File: src/rtl/pipeline_pkg.sv
// Shared pipeline types: register-file writeback bundle, memory-stage bundle,
// load encodings and writeback-stage FSM states.
package pipeline;

    localparam int unsigned XLEN = 32;

    typedef struct packed {
        logic [4:0]      rd_addr;
        logic [XLEN-1:0] data;
    } writeback_signals;

    typedef struct packed {
        logic [4:0]      rd_addr;
        logic [XLEN-1:0] result;
        logic            is_load;
        logic [2:0]      funct3;
        logic [1:0]      byte_off;
    } memory_signals;

    typedef enum logic [2:0] {
        LB  = 3'b000,
        LH  = 3'b001,
        LW  = 3'b010,
        LBU = 3'b100,
        LHU = 3'b101
    } load_funct3_e;

    typedef enum logic {
        StIdle,
        StLoadWait
    } wb_state_e;

endpackage

File: src/rtl/load_extend.sv
// Load data alignment: picks the addressed byte/halfword from a naturally
// aligned read word and sign- or zero-extends it to XLEN.
module load_extend
    import pipeline::*;
(
    input  logic [XLEN-1:0] word,
    input  logic [2:0]      funct3,
    input  logic [1:0]      byte_off,
    output logic [XLEN-1:0] data
);

    logic [7:0]  byte_sel;
    logic [15:0] half_sel;

    always_comb begin
        byte_sel = word[{byte_off, 3'b000} +: 8];
        // Halfword lane depends only on byte_off[1]; misalignment is handled upstream.
        half_sel = word[{byte_off[1], 4'b0000} +: 16];
        data     = word;
        case (funct3)
            LB:      data = {{(XLEN-8){byte_sel[7]}}, byte_sel};
            LBU:     data = {{(XLEN-8){1'b0}}, byte_sel};
            LH:      data = {{(XLEN-16){half_sel[15]}}, half_sel};
            LHU:     data = {{(XLEN-16){1'b0}}, half_sel};
            default: data = word;
        endcase
    end

endmodule

File: src/rtl/wb_stage.sv
// Writeback stage: retires one instruction per handshake, waits (bounded) for
// load data, and emits a one-cycle register-file write request.
module wb_stage
    import pipeline::*;
#(
    parameter int unsigned LOAD_TIMEOUT = 16
) (
    input  logic             clk,
    input  logic             rst_n,
    input  logic             mem_valid,
    output logic             mem_ready,
    input  memory_signals    signals_in,
    input  logic             dmem_rvalid,
    input  logic [XLEN-1:0]  dmem_rdata,
    output writeback_signals signals_out,
    output logic             load_err
);

    localparam int unsigned CntW = $clog2(LOAD_TIMEOUT + 1);

    wb_state_e        state_q, state_d;
    logic [CntW-1:0]  cnt_q, cnt_d;
    logic [4:0]       rd_q, rd_d;
    logic [2:0]       funct3_q, funct3_d;
    logic [1:0]       off_q, off_d;
    writeback_signals out_q, out_d;
    logic             err_q, err_d;
    logic [XLEN-1:0]  ext_data;

    load_extend u_load_extend (
        .word     (dmem_rdata),
        .funct3   (funct3_q),
        .byte_off (off_q),
        .data     (ext_data)
    );

    always_comb begin
        state_d   = state_q;
        cnt_d     = cnt_q;
        rd_d      = rd_q;
        funct3_d  = funct3_q;
        off_d     = off_q;
        out_d     = '0;
        err_d     = err_q;
        mem_ready = (state_q == StIdle);
        unique case (state_q)
            StIdle: begin
                if (mem_valid) begin
                    if (signals_in.is_load) begin
                        rd_d     = signals_in.rd_addr;
                        funct3_d = signals_in.funct3;
                        off_d    = signals_in.byte_off;
                        cnt_d    = '0;
                        state_d  = StLoadWait;
                    end else begin
                        out_d.rd_addr = signals_in.rd_addr;
                        out_d.data    = signals_in.result;
                    end
                end
            end
            StLoadWait: begin
                // A response in the final wait cycle still beats the timeout.
                if (dmem_rvalid) begin
                    out_d.rd_addr = rd_q;
                    out_d.data    = ext_data;
                    state_d       = StIdle;
                end else begin
                    cnt_d = cnt_q + CntW'(1);
                    if (cnt_q == CntW'(LOAD_TIMEOUT - 1)) begin
                        err_d   = 1'b1;
                        state_d = StIdle;
                    end
                end
            end
            default: state_d = StIdle;
        endcase
    end

    always_ff @(posedge clk or negedge rst_n) begin
        if (!rst_n) begin
            state_q  <= StIdle;
            cnt_q    <= '0;
            rd_q     <= '0;
            funct3_q <= '0;
            off_q    <= '0;
            out_q    <= '0;
            err_q    <= 1'b0;
        end else begin
            state_q  <= state_d;
            cnt_q    <= cnt_d;
            rd_q     <= rd_d;
            funct3_q <= funct3_d;
            off_q    <= off_d;
            out_q    <= out_d;
            err_q    <= err_d;
        end
    end

    assign signals_out = out_q;
    assign load_err    = err_q;

endmodule

File: config.mk
export PLATFORM = sky130hd
export DESIGN_NAME = wb_stage
export DESIGN_NICKNAME = d
export VERILOG_FILES = /design/src/rtl/pipeline_pkg.sv /design/src/rtl/load_extend.sv /design/src/rtl/wb_stage.sv
export SDC_FILE = /design/constraint.sdc
export NUM_CORES = 1
export LEC_CHECK = 0
export ABC_AREA = 1
export CORE_MARGIN = 8
export CORE_UTILIZATION = 35
export DETAILED_ROUTE_END_ITERATION = 8
export PLACE_DENSITY_LB_ADDON = 0.12
export SLEW_MARGIN = 20
export SYNTH_ARGS = -nofsm -noshare
export SYNTH_HDL_FRONTEND = slang
export SYNTH_SLANG_ARGS = --single-unit
File: constraint.sdc
create_clock -name clk -period 1.6 [get_ports clk]
set_clock_uncertainty 0.05 [all_clocks]
set_input_delay 0.24 -clock clk [delete_from_list [all_inputs] [get_ports clk]]
set_output_delay 0.24 -clock clk [all_outputs]
set_load 0.02 [all_outputs]
==> results summary, run 1 <==
Setup slack on the critical path of the routed design comes to between 0.04 and 0.05 ns. The leading area contributor after synthesis is dfrtp_1. Among all flip-flop cells after synthesis, the most frequent one is dfrtp_1. The via total after detailed routing came out at ~2,800.

The flip-flop and latch count after synthesis came out at 54. After the first detailed-routing iteration, the DRC count stood at ~170. The area share of the largest cell type after synthesis is 0.483. roughly 120 I/O pins were placed. The antenna diode count is 0. The setup path with the least slack is of type reg -> out.

The maximum achievable frequency is between 600 and 700 MHz. Dividing the detail-routed via count by the number of cells gives about 4.6. The aggregate global routing overflow is 0. The number of setup buffers added after CTS is 0. The kind of cell with the highest combined delay along the critical path is buffers and inverters. The count of H-tree levels built during CTS came out at 2.

By count the netlist is led by 151 x nand2_1, 57 x nor2_1, 54 x dfrtp_1, 29 x inv_1, 24 x o21ai_0. The number of nets with antenna violations after detailed routing is 0. The initial core utilization is 0.362. The number of maximum-capacitance violations came out at 0. The routed design uses roughly 4100 um of met2 wire. After detailed routing, no signal wire sits above met4. The global placer's final weighted congestion came out at 0.834. The filler cell count in the final layout came out at roughly 740. nand2_1 is the most common cell in the netlist. The full die area is between 10,000 and 15,000 sq um.

The endpoint type of the worst setup path is an output port. The clock slew seen by the registers of the worst setup and hold paths is 0.10 ns. The clock latency of the later-clocked register in the worst-skew pair came out at about 0.30 ns. The final routed wirelength across all metal layers came out at roughly 8600 um. The worst supply voltage drop on vdd is 0.426 mV.

The number of buffer cells added on primary ports is 117. The first detailed-routing pass ran for 4 iterations. Compared with the post-synthesis result, the final layout area differs by 51.9%. Walking the worst path, the cells encountered are clkdlybuf4s50_1.

The delay of the slowest critical-path stage came out at roughly 0.60 ns. STA puts the critical path data arrival time at around 1.3 ns. The die height is ~110 um. The final-report max-slew violation count is 0. Clock tree synthesis selected as its root buffer the cell clkbuf_8. Along the worst path, the maximum fanout reaches 1. Entering global routing, the biggest net connects 55 pins. The number of buffers on the longest clock path came out at 2. Detailed placement ended at an HPWL of roughly 6800 um.

The part of the Yosys area used for sequential elements is 0.483. The row count came out at 32. Counting the buffers created by CTS gives 5.

The count of flip-flops with a built-in enable after synthesis is 0. The sink count of the clock tree is 54. Data on the critical path is required at its endpoint by 1.31 ns. The detailed router put a total of ~3800 um of wire on met1. The run finished with clean final reports. Counting I/O delays and the setup requirement, the final critical path takes roughly 1.6 ns.

The worst setup slack after placement is roughly 0.025 ns. In this run the static leakage power is between 2 and 2.5 nW. The first-pass GRT wire length came out at ~15,000 um. The number of buffer and inverter instances along the worst setup path came out at 1. The number of antenna violations at the first check in global routing was 0. The setup TNS came out at 0 ns.

The final number of hold-violating endpoints came to 0. The total length of routed met3 wires came out at approximately 660 um. The slowest stage of the critical path is the clkdlybuf4s50_1 cell. From left edge to right edge, the die measures 105 um. In the routed design, unresolved DRC markers number 0.

In the finished design, the share of the clock period the worst path needs comes to 0.969. The measured slew at the worst slew-check pin came out at around 0.32 ns. Setup repair after global routing left no endpoint under its margin. The share of async-settable or async-resettable flops after synthesis is 1.00.

The final setup violation count is 0. The area inside the core boundary is just under 8000 sq um. For this run, the total global-route usage over all layers was measured as 0.162.

The CTS tree is done. Counting distinct cell types in the post-synthesis netlist gives 25. The via count of the first global-routing pass is about 3,100. The total number of yosys warnings came out at 0.

The average wire length per cell after detail routing is between 10 and 15 um. Counting every net in the synthesized netlist gives 470. Ranked by total cell area, the synthesized netlist is headed by dfrtp_1 48%, nand2_1 20%, nor2_1 7.6%. Power spread over the standard cell area amounts to slightly above 900 nW/um^2. The synthesized netlist occupies a cell area of between 2000 and 3000 sq um.

The final layout net count came out at around 590. The relative slew slack came out at 0.784. The share of final-layout standard cells stronger than drive strength 1 came out at 0.0586. In this run the worst hold path is classified as in -> async. The mean cell area of the mapped netlist came out at ~7.2 sq um. STA classifies the critical path startpoint as a register. The synthesized instance count came out at between 300 and 400.
[logic make-up after synthesis]
kind of cell             share of synthesized area
AND/OR/NAND/NOR                              0.339
adder cells (fa/ha/maj)                    0.00894
buffers and inverters                       0.0733
AO/OA/AOI/OAI                               0.0953
flip-flops                                   0.483
[power breakdown]
part | leakage [nW] | internal [mW] | total (mW) | switching (mW)
combinational | 1.40 | 0.626 | 1.42 | 0.792
sequential | 0.712 | 1.53 | 1.61 | 0.0831
clock | 0.0544 | 0.398 | 0.842 | 0.445
[metal layers]
layer,GRT usage,up-vias
met5,0,-
met4,0.0408,0
met3,0.0481,7
met2,0.266,103
met1,0.204,1259
li1,-,1450
[sequential cells by signal, summed over array words and instances (netlist names)]
signal,count
signals_out,37
cnt_q,5
rd_q,5
funct3_q,3
off_q,2
load_err,1
state_q,1
[cell usage in the layout (no fill, tap or decap), types with 5 or more instances in the layout]
cell / Yosys / layout
clkbuf_8: 0 / 7
nand3_1: 16 / 16
nand2_1: 151 / 151
o22ai_1: 6 / 6
o21ai_0: 24 / 24
inv_1: 29 / 29
o21ai_1: 5 / 5
a21oi_1: 12 / 12
dfrtp_1: 54 / 54
clkdlybuf4s50_1: 0 / 110
buf_4: 1 / 13
dlymetal6s2s_1: 0 / 5
nor2_1: 57 / 57
[through the flow]
stage               utilization  total power, mW  std cells  hold slack (ns)  area, sq um
floorplan                     -             2.43        389           -0.106         2800
CTS                       0.548             3.94        614            0.396         4240
global placement          0.534             3.05        605            0.208         4120
finish                    0.550             3.87        614            0.396         4250
global route              0.550             4.14        614            0.423         4250
detailed placement        0.534             3.07        605            0.214         4120
[path summary, 6_finish.rpt]
check | depth (start not counted) | to | slack (ns) | from
hold reg to reg | 1 | load_err | 0.41 | load_err
min in group clk | 3 | signals_out[19] | 0.41 | signals_in[25]
setup reg to reg | 8 | signals_out[31] | 0.16 | off_q[1]
max in group asynchronous | 3 | signals_out[0] | 0.84 | rst_n
setup / recovery | 1 | signals_out[18] | 0.05 | signals_out[18]
hold / removal | 3 | cnt_q[2] | 0.40 | rst_n
[final cells by class]
cell class | count | area, sq um | share of cell area
Clock inverter | 1 | 8.76 | 0.00206
Inverter | 30 | 113 | 0.0265
Clock buffer | 7 | 96.3 | 0.0227
Tap cell | 102 | 128 | 0.0300
Sequential cell | 54 | 1350 | 0.318
Multi-Input combinational cell | 288 | 1250 | 0.294
Timing Repair Buffer | 132 | 1310 | 0.307
[worst register-to-register path: stages, from the launching register on]
cell,delay (ns)
dfrtp_1,0.46
inv_2,0.16
nand2_1,0.09
nand3_1,0.09
nand2_2,0.07
nand2_4,0.13
nand2_4,0.14
nand2_1,0.10
nand2_1,0.05
[repair_timing]
item | in CTS | in global routing
endpoints found under the setup margin | 1 | 5
gates resized for setup | 1 | 5
endpoints found under the hold margin | 54 | 0
hold buffers | 1 | 0
Note: power is estimated with default switching activity, not from simulation.
==> run 2, diff against run 1 <==
CTS_BUF_LIST = sky130_fd_sc_hd__clkbuf_8   (was not set)
==> results of run 2 <==
No change in the layout: final DEF, timing and power equal those of run 1.
